<file path="src/rtl/stopwatch_ctrl.sv">
// Stopwatch control core: start/clear edge detection, IDLE/RUN/STOP state
// machine, 10 ms prescaler and BCD time chain MM:SS.cc with wrap pulse.
module stopwatch_ctrl #(
  parameter int unsigned TICK_DIV = 1600,
  parameter int unsigned PRE_W    = 16
) (
  input  logic       I_CLK,
  input  logic       I_RST,
  input  logic       I_START_EN,
  input  logic       I_CLR_EN,
  output logic       O_RUN,
  output logic [3:0] O_CSEC_L,
  output logic [3:0] O_CSEC_H,
  output logic [3:0] O_SEC_L,
  output logic [3:0] O_SEC_H,
  output logic [3:0] O_MIN_L,
  output logic [3:0] O_MIN_H,
  output logic       O_OVF
);

  localparam logic [PRE_W-1:0] PRE_MAX = PRE_W'(TICK_DIV - 1);

  typedef enum logic [1:0] {
    ST_IDLE = 2'd0,
    ST_RUN  = 2'd1,
    ST_STOP = 2'd2
  } state_t;

  state_t           state_q, state_d;
  logic [PRE_W-1:0] pre_q, pre_d;
  logic [3:0]       csec_l_q, csec_l_d;
  logic [3:0]       csec_h_q, csec_h_d;
  logic [3:0]       sec_l_q, sec_l_d;
  logic [3:0]       sec_h_q, sec_h_d;
  logic [3:0]       min_l_q, min_l_d;
  logic [3:0]       min_h_q, min_h_d;
  logic             start_q, clr_q;
  logic             run_q, run_d;
  logic             ovf_q, ovf_d;
  logic             start_rise, clr_rise, tick;

  // State, counters, edge history and registered outputs
  always_ff @(posedge I_CLK) begin
    if (I_RST) begin
      state_q  <= ST_IDLE;
      pre_q    <= '0;
      csec_l_q <= 4'd0;
      csec_h_q <= 4'd0;
      sec_l_q  <= 4'd0;
      sec_h_q  <= 4'd0;
      min_l_q  <= 4'd0;
      min_h_q  <= 4'd0;
      start_q  <= 1'b0;
      clr_q    <= 1'b0;
      run_q    <= 1'b0;
      ovf_q    <= 1'b0;
    end else begin
      state_q  <= state_d;
      pre_q    <= pre_d;
      csec_l_q <= csec_l_d;
      csec_h_q <= csec_h_d;
      sec_l_q  <= sec_l_d;
      sec_h_q  <= sec_h_d;
      min_l_q  <= min_l_d;
      min_h_q  <= min_h_d;
      start_q  <= I_START_EN;
      clr_q    <= I_CLR_EN;
      run_q    <= run_d;
      ovf_q    <= ovf_d;
    end
  end

  // Next-state: transitions, prescaler, BCD carry chain and clear
  always_comb begin
    state_d    = state_q;
    pre_d      = pre_q;
    csec_l_d   = csec_l_q;
    csec_h_d   = csec_h_q;
    sec_l_d    = sec_l_q;
    sec_h_d    = sec_h_q;
    min_l_d    = min_l_q;
    min_h_d    = min_h_q;
    ovf_d      = 1'b0;
    tick       = 1'b0;
    start_rise = I_START_EN & ~start_q;
    clr_rise   = I_CLR_EN & ~clr_q;

    case (state_q)
      ST_IDLE: if (start_rise) state_d = ST_RUN;
      ST_RUN:  if (start_rise) state_d = ST_STOP;
      ST_STOP: begin
        // Clear has priority over resume when both rise together
        if (clr_rise)        state_d = ST_IDLE;
        else if (start_rise) state_d = ST_RUN;
      end
      default: state_d = ST_IDLE;
    endcase

    // Prescaler advances only while running; tick still lands on a stop edge
    if (state_q == ST_RUN) begin
      if (pre_q == PRE_MAX) begin
        pre_d = '0;
        tick  = 1'b1;
      end else begin
        pre_d = pre_q + PRE_W'(1);
      end
    end

    if (tick) begin
      if (csec_l_q != 4'd9) begin
        csec_l_d = csec_l_q + 4'd1;
      end else begin
        csec_l_d = 4'd0;
        if (csec_h_q != 4'd9) begin
          csec_h_d = csec_h_q + 4'd1;
        end else begin
          csec_h_d = 4'd0;
          if (sec_l_q != 4'd9) begin
            sec_l_d = sec_l_q + 4'd1;
          end else begin
            sec_l_d = 4'd0;
            if (sec_h_q != 4'd5) begin
              sec_h_d = sec_h_q + 4'd1;
            end else begin
              sec_h_d = 4'd0;
              if (min_l_q != 4'd9) begin
                min_l_d = min_l_q + 4'd1;
              end else begin
                min_l_d = 4'd0;
                if (min_h_q != 4'd5) begin
                  min_h_d = min_h_q + 4'd1;
                end else begin
                  min_h_d = 4'd0;
                  ovf_d   = 1'b1;
                end
              end
            end
          end
        end
      end
    end

    // Leaving STOP through clear drops the held time and prescaler phase
    if ((state_q == ST_STOP) && clr_rise) begin
      pre_d    = '0;
      csec_l_d = 4'd0;
      csec_h_d = 4'd0;
      sec_l_d  = 4'd0;
      sec_h_d  = 4'd0;
      min_l_d  = 4'd0;
      min_h_d  = 4'd0;
    end

    run_d = (state_d == ST_RUN);
  end

  assign O_RUN    = run_q;
  assign O_OVF    = ovf_q;
  assign O_CSEC_L = csec_l_q;
  assign O_CSEC_H = csec_h_q;
  assign O_SEC_L  = sec_l_q;
  assign O_SEC_H  = sec_h_q;
  assign O_MIN_L  = min_l_q;
  assign O_MIN_H  = min_h_q;

endmodule

</file>
<file path="config.mk">
export PLATFORM = sky130hd
export DESIGN_NAME = stopwatch_ctrl
export DESIGN_NICKNAME = d
export VERILOG_FILES = /design/src/rtl/stopwatch_ctrl.sv
export SDC_FILE = /design/constraint.sdc
export NUM_CORES = 1
export LEC_CHECK = 0
export ABC_CLOCK_PERIOD_IN_PS = 2500
export CAP_MARGIN = 0
export CORE_UTILIZATION = 40
export CTS_CLUSTER_SIZE = 24
export DETAILED_ROUTE_END_ITERATION = 16
export GPL_TIMING_DRIVEN = 0
export PLACE_DENSITY = 0.58
export SYNTH_ARGS = -nofsm -noshare
export SYNTH_HDL_FRONTEND = slang
export SYNTH_SLANG_ARGS = --single-unit
</file>
<file path="constraint.sdc">
create_clock -name I_CLK -period 2.5 [get_ports I_CLK]
set_input_delay 0.25 -clock I_CLK [delete_from_list [all_inputs] [get_ports I_CLK]]
set_output_delay 0.25 -clock I_CLK [all_outputs]
set_load 0.005 [all_outputs]
</file>
# Word-level counts from Yosys, hierarchy flattened
# Index checks and enable logic that the tools add are counted.
[word_totals]
output_inout_bits = 26
ff_bits = 46
input_bits = 4
[op_classes]
eq_ne = 10
n_mux = 14
n_reduce_logical = 9
bitwise_logic = 10
addsub = 7
[op_table]
columns = ["op", "count"]
rows = [
  ["4-bit by 1-bit adder with 4-bit output, second input constant", 6],
  ["4-bit 2-to-1 mux", 6],
  ["16-bit by 1-bit adder with 16-bit output, second input constant", 1],
  ["16-bit by 11-bit equality test with 1-bit output, second input constant", 1],
  ["16-bit 2-to-1 mux", 1],
  ["4-bit inequality test, second input constant", 4],
  ["4-bit by 3-bit inequality test with 1-bit output, second input constant", 2],
  ["1-bit NOT", 8],
  ["7-bit OR reduction", 1],
  ["2-bit 2-to-1 mux", 3],
  ["2-bit one-hot mux with 3 select lines", 1],
  ["6-bit AND reduction", 1],
  ["5-bit AND reduction", 1],
  ["2-bit by 1-bit equality test with 1-bit output, second input constant", 2],
  ["4-bit AND reduction", 1],
  ["1-bit 2-to-1 mux", 3],
  ["3-bit AND reduction", 1],
  ["1-bit bitwise AND", 2],
  ["2-bit equality test, second input constant", 1],
  ["2-bit logical NOT", 1],
  ["2-bit AND reduction", 1],
  ["2-bit OR reduction", 1],
  ["1-bit logical AND", 1],
]

# Longest topological paths before layout
[logic_depth]
depth_word = 6
mapped_depth = 8
depth_no_buf = 6

# Least setup slack after synthesis
# OpenSTA, ideal clock, no wires.
[synth_path]
kind = "flip-flop to flip-flop"
from = "register csec_h_q[1], in the netlist O_CSEC_H[1]"
to = "register min_h_q[0], in the netlist O_MIN_H[0]"
stages_incl_launch_ff = 7
setup_time_ns = 0.071
setup_slack_ns = 0.439
required_time_ns = 2.429
t_arrival_ns = 1.991
path_buffers = 1
path_cell_list = "dfxtp_1 or4bb_1 nor3_1 nand4_4 buf_6 or4_1 a21oi_1"
[synth_via]
elab_chain_len = 3
[synth_rtl]
columns = ["element", "line_no", "rtl"]
rows = [
  ["start, declared", "32", "logic [3:0] csec_h_q, csec_h_d;"],
  ["start signal, assigned", "61", "csec_h_q <= csec_h_d;"],
  ["4-bit inequality test", "114", "if (csec_h_q != 4'd9) begin"],
  ["1-bit NOT (no source line)", "--", ""],
  ["6-bit AND reduction (no source line)", "--", ""],
  ["end signal, assigned", "65", "min_h_q <= min_h_d;"],
  ["end, declared", "36", "logic [3:0] min_h_q, min_h_d;"],
]
# Every way passes these cells.
# A chain may end at the register's enable or synchronous reset.

# Worst setup path in the final report
[layout_path]
from = "register sec_h_q[2], in the netlist O_SEC_H[2]"
to = "register min_h_q[3], in the netlist O_MIN_H[3]"
[layout_via]
elab_chain_len = 3
[layout_rtl]
columns = ["element", "line_no", "rtl"]
rows = [
  ["start, declared", "34", "logic [3:0] sec_h_q, sec_h_d;"],
  ["start signal, assigned", "63", "sec_h_q <= sec_h_d;"],
  ["4-bit by 3-bit inequality test with 1-bit output", "122", "if (sec_h_q != 4'd5) begin"],
  ["1-bit NOT (no source line)", "--", ""],
  ["6-bit AND reduction (no source line)", "--", ""],
]
# Every way passes these cells.

==> reports/summary.log <==
[place] final weighted congestion in routability-driven placement 0.753
[sta] Final min period 2300 ps
[global_route] wire length of the first global-routing pass 7.48 mm
[setup_path] Setup crit start kind register
[place] number of cells in the design after placement 352
[clock_tree] CTS tree built
[setup_path] critical path fanouts, max 6
[sta] slack of the critical path 204 ps
[layout] number of nets in the finished design 294
[setup_path] kind of end point of the critical path register
[detailed_routing] TritonRoute pass-1 iters 4
[clock_tree] hold buffer count at cts 0
[clock_tree] maximum buffer depth of the clock tree 2
[pwr] fraction of power spent switching nets 0.222
[synth] sequential cell area fraction in the yosys report 0.423
[setup_path] critical path required time 2730 ps
[synth] post-synthesis instance total 253
[detailed_routing] via total after detailed routing 1895
[synth] Post-Syn Nets 258
[setup_path] launch instance of the worst register-to-register path O_SEC_H[2]
[hold_path] start point of the worst min-delay path pre_q[1]
[pwr] worst-case vdd ir drop 357 uV
[layout] layout overhead on the synthesized area 22.8%
[synth] top flip-flop cell by instance count after synthesis dfxtp_1
[clock_tree] number of H-tree branching levels 2
[sta] final setup violation count 0
[pwr] internal power 0.00105 W
[sta] worst hold slack 482 ps
[clock_tree] clock transition time at the flip-flop clock pins of the worst setup and hold paths 90 ps
[layout] # fillers 502
[global_route] vias in the first global route 1599
[synth] count of unique library cells instantiated by Yosys 46
[place] setup slack at placement -108 ps
[setup_path] Arr. time, crit path 2530 ps
[pwr] register share of total power 0.549
[synth] average footprint of a synthesized cell 8.61 sq um
[synth] Post-synth ARST share 0
[sta] post-route clock skew 8.82 ps
[clock_tree] buffers inserted during post-CTS setup optimization 0
[setup_path] worst flop-to-flop path endpoint O_MIN_H[3]
[synth] Synth Register Bits 46
[die] die extent in y 75.8 um
[layout] antenna cells 0
[hold_path] end point of the most critical hold path pre_q[1]
[sta] count of endpoints failing hold in the final timing report 0
[hold_path] number of stages on the worst hold path 2
[detailed_routing] antenna-violating nets left 0
[place] estimated wirelength of the detail-placed design 3.34 mm
[sta] slew of the pin with the lowest slew margin 643 ps
[sta] unrepaired setup endpoints after global routing no
[global_route] aggregate global-route resource usage 0.175
[clock_tree] clock sinks 46
[synth] number of synthesized flops with an enable pin 0
[die] top-level I/O count 30
[hold_path] Hold/Removal Path Class reg -> reg
[pwr] switching power 0.000301 W
[clock_tree] CTS Buf Count 5
[global_route] maximum number of pins on one net before global-route repair 16
[detailed_routing] Detailed Route Iter0 Violations 81
[pwr] share of total power in combinational logic 0.034
[layout] most frequent cells in the layout dfxtp_1, nor2_1, clkdlybuf4s50_1
[sta] Max Fclk 436 MHz
[detailed_routing] Post-route DRC 0
[synth] mapped cell area 0.00218 sq mm
[layout] post-route core utilization 0.517
[setup_path] classification of the worst setup path reg -> reg
[sta] worst slew margin relative to its limit 0.567
[place] number of input and output port buffers inserted 29
[pwr] clock share of power 0.418
[global_route] global route total overflow 0
[clock_tree] post_cts resized 1
[setup_path] reg2reg path depth 5
[detailed_routing] detailed-route wire length per cell 12.9 um
[detailed_routing] detailed-route wire length 4.64 mm
[job] count of max-cap constraint violations 0
[pwr] leakage power figure 0.900 nW
[sta] number of max-slew violations in the final report 0
[sta] Sum Neg Setup Slack 0 ps
[clock_tree] worst skew pair latency 300 ps
[die] Total Die Area 0.00574 sq mm
[setup_path] R2R Setup Slk 200 ps
[die] initial cell density of the core 0.421
[die] Core Area 0.00517 sq mm
[sta] share of the clock period used by the worst path 0.918
[detailed_routing] routed vias/inst 5.26
[synth] Warnings, synthesis 0
[pwr] cell area power density 507 mW/mm^2
[global_route] antenna violations before repair 0
[layout] Final Instance Count excl. Fillers 360
[layout] share of final-layout standard cells stronger than drive strength 1 0.0690
[die] Site Rows 26
[die] width of the die 75.8 um
[status] status finished clean
[layout] commonest non-fill, non-tap cell in the layout dfxtp_1
[clock_tree] Root Buffer Master clkbuf_8
==> cell families (layout without fill, tap and decap cells) <==
logic type | Yosys count | count (layout) | share of synthesized area
simple gates | 132 | 132 | 0.343
xor+xnor | 20 | 20 | 0.0805
buf+inv | 13 | 50 | 0.0264
compound gates | 38 | 38 | 0.108
flops | 46 | 46 | 0.423
fa+ha+maj | 1 | 1 | 0.00575
mux | 3 | 3 | 0.0138
==> synth_stat cells, types with 2 or more instances <==
cell | count | area share
o211ai_1 | 2 | 0.0069
xor2_1 | 11 | 0.044
nand4b_1 | 2 | 0.0080
a31oi_1 | 3 | 0.0086
a21oi_1 | 17 | 0.039
or3_1 | 4 | 0.011
clkbuf_1 | 3 | 0.0052
dfxtp_1 | 46 | 0.42
nand2_1 | 22 | 0.038
and3_1 | 5 | 0.014
nand4_1 | 8 | 0.023
inv_1 | 7 | 0.012
or4_4 | 2 | 0.010
nand2b_1 | 4 | 0.011
o21ai_0 | 4 | 0.0092
or4_1 | 6 | 0.021
nor2_1 | 34 | 0.059
o31ai_1 | 6 | 0.021
nor3_1 | 4 | 0.0092
mux2i_1 | 3 | 0.014
xnor2_1 | 9 | 0.036
or3b_2 | 2 | 0.0080
nor4_1 | 7 | 0.020
nand3_1 | 7 | 0.016
nor2b_1 | 14 | 0.040
==> layer usage <==
layer  track usage  vias up  part of all wire
li1              -      973                 -
met1         0.241      876              0.52
met2         0.262       37              0.43
met3        0.0516        9             0.032
met4        0.0556        0             0.016
met5             0        -                 0
==> worst max-delay path by stage <==
| stage | slack, ps | start | end |
|---|---|---|---|
| 2_1_floorplan | 440 | O_CSEC_H[1] | O_MIN_H[0] |
| 3_3_place_gp | -130 | pre_q[0] | pre_q[9] |
| 3_5_place_dp | -110 | pre_q[0] | pre_q[5] |
| 4_1_cts | 20 | pre_q[0] | pre_q[6] |
| 5_1_grt | 40 | pre_q[0] | pre_q[5] |
| 6_report | 200 | O_SEC_H[2] | O_MIN_H[3] |
==> registers in the layout, indices dropped and copies added, names as in the netlist <==
name,cells
O_RUN,1
clr_q,1
O_MIN_H,4
O_OVF,1
O_SEC_L,4
O_CSEC_H,4
O_SEC_H,4
O_MIN_L,4
state_q,2
start_q,1
O_CSEC_L,4
pre_q,16
==> worst max-delay path, cell delays in order (launching register included) <==
cell	delay, ps
dfxtp_1	400
or3b_2	520
nor4_1	460
nand4_1	290
or3_1	410
a21oi_1	140
==> stage by stage <==
stage	cell area [sq um]	power (W)
floorplan	2180	0.000788
global placement	2550	0.000807
detailed placement	2550	0.000807
CTS	2670	0.00137
global route	2670	0.00140
finish	2670	0.00136
==> power groups by stage <==
stage	Combinational, W	Clock (W)	Sequential, W
after floorplan	0.0000273	0	0.000761
after global placement	0.0000461	0	0.000761
after detailed placement	0.0000458	0	0.000761
after CTS	0.0000464	0.000577	0.000744
after global routing	0.0000506	0.000609	0.000745
final	0.0000456	0.000566	0.000744
==> area by class of cell <==
| type | instances | area (sq um) | share of cell area |
|---|---|---|---|
| buffer | 6 | 33.8 | 0.0126 |
| clock buffer | 5 | 68.8 | 0.0257 |
| clock inverter | 3 | 45.0 | 0.0168 |
| inverter | 7 | 26.3 | 0.00983 |
| multi-input combinational | 194 | 1200 | 0.449 |
| sequential | 46 | 921 | 0.344 |
| tap | 70 | 87.6 | 0.0328 |
| timing repair buffer | 29 | 290 | 0.109 |
No activity file was read; power rests on OpenSTA's default activity.
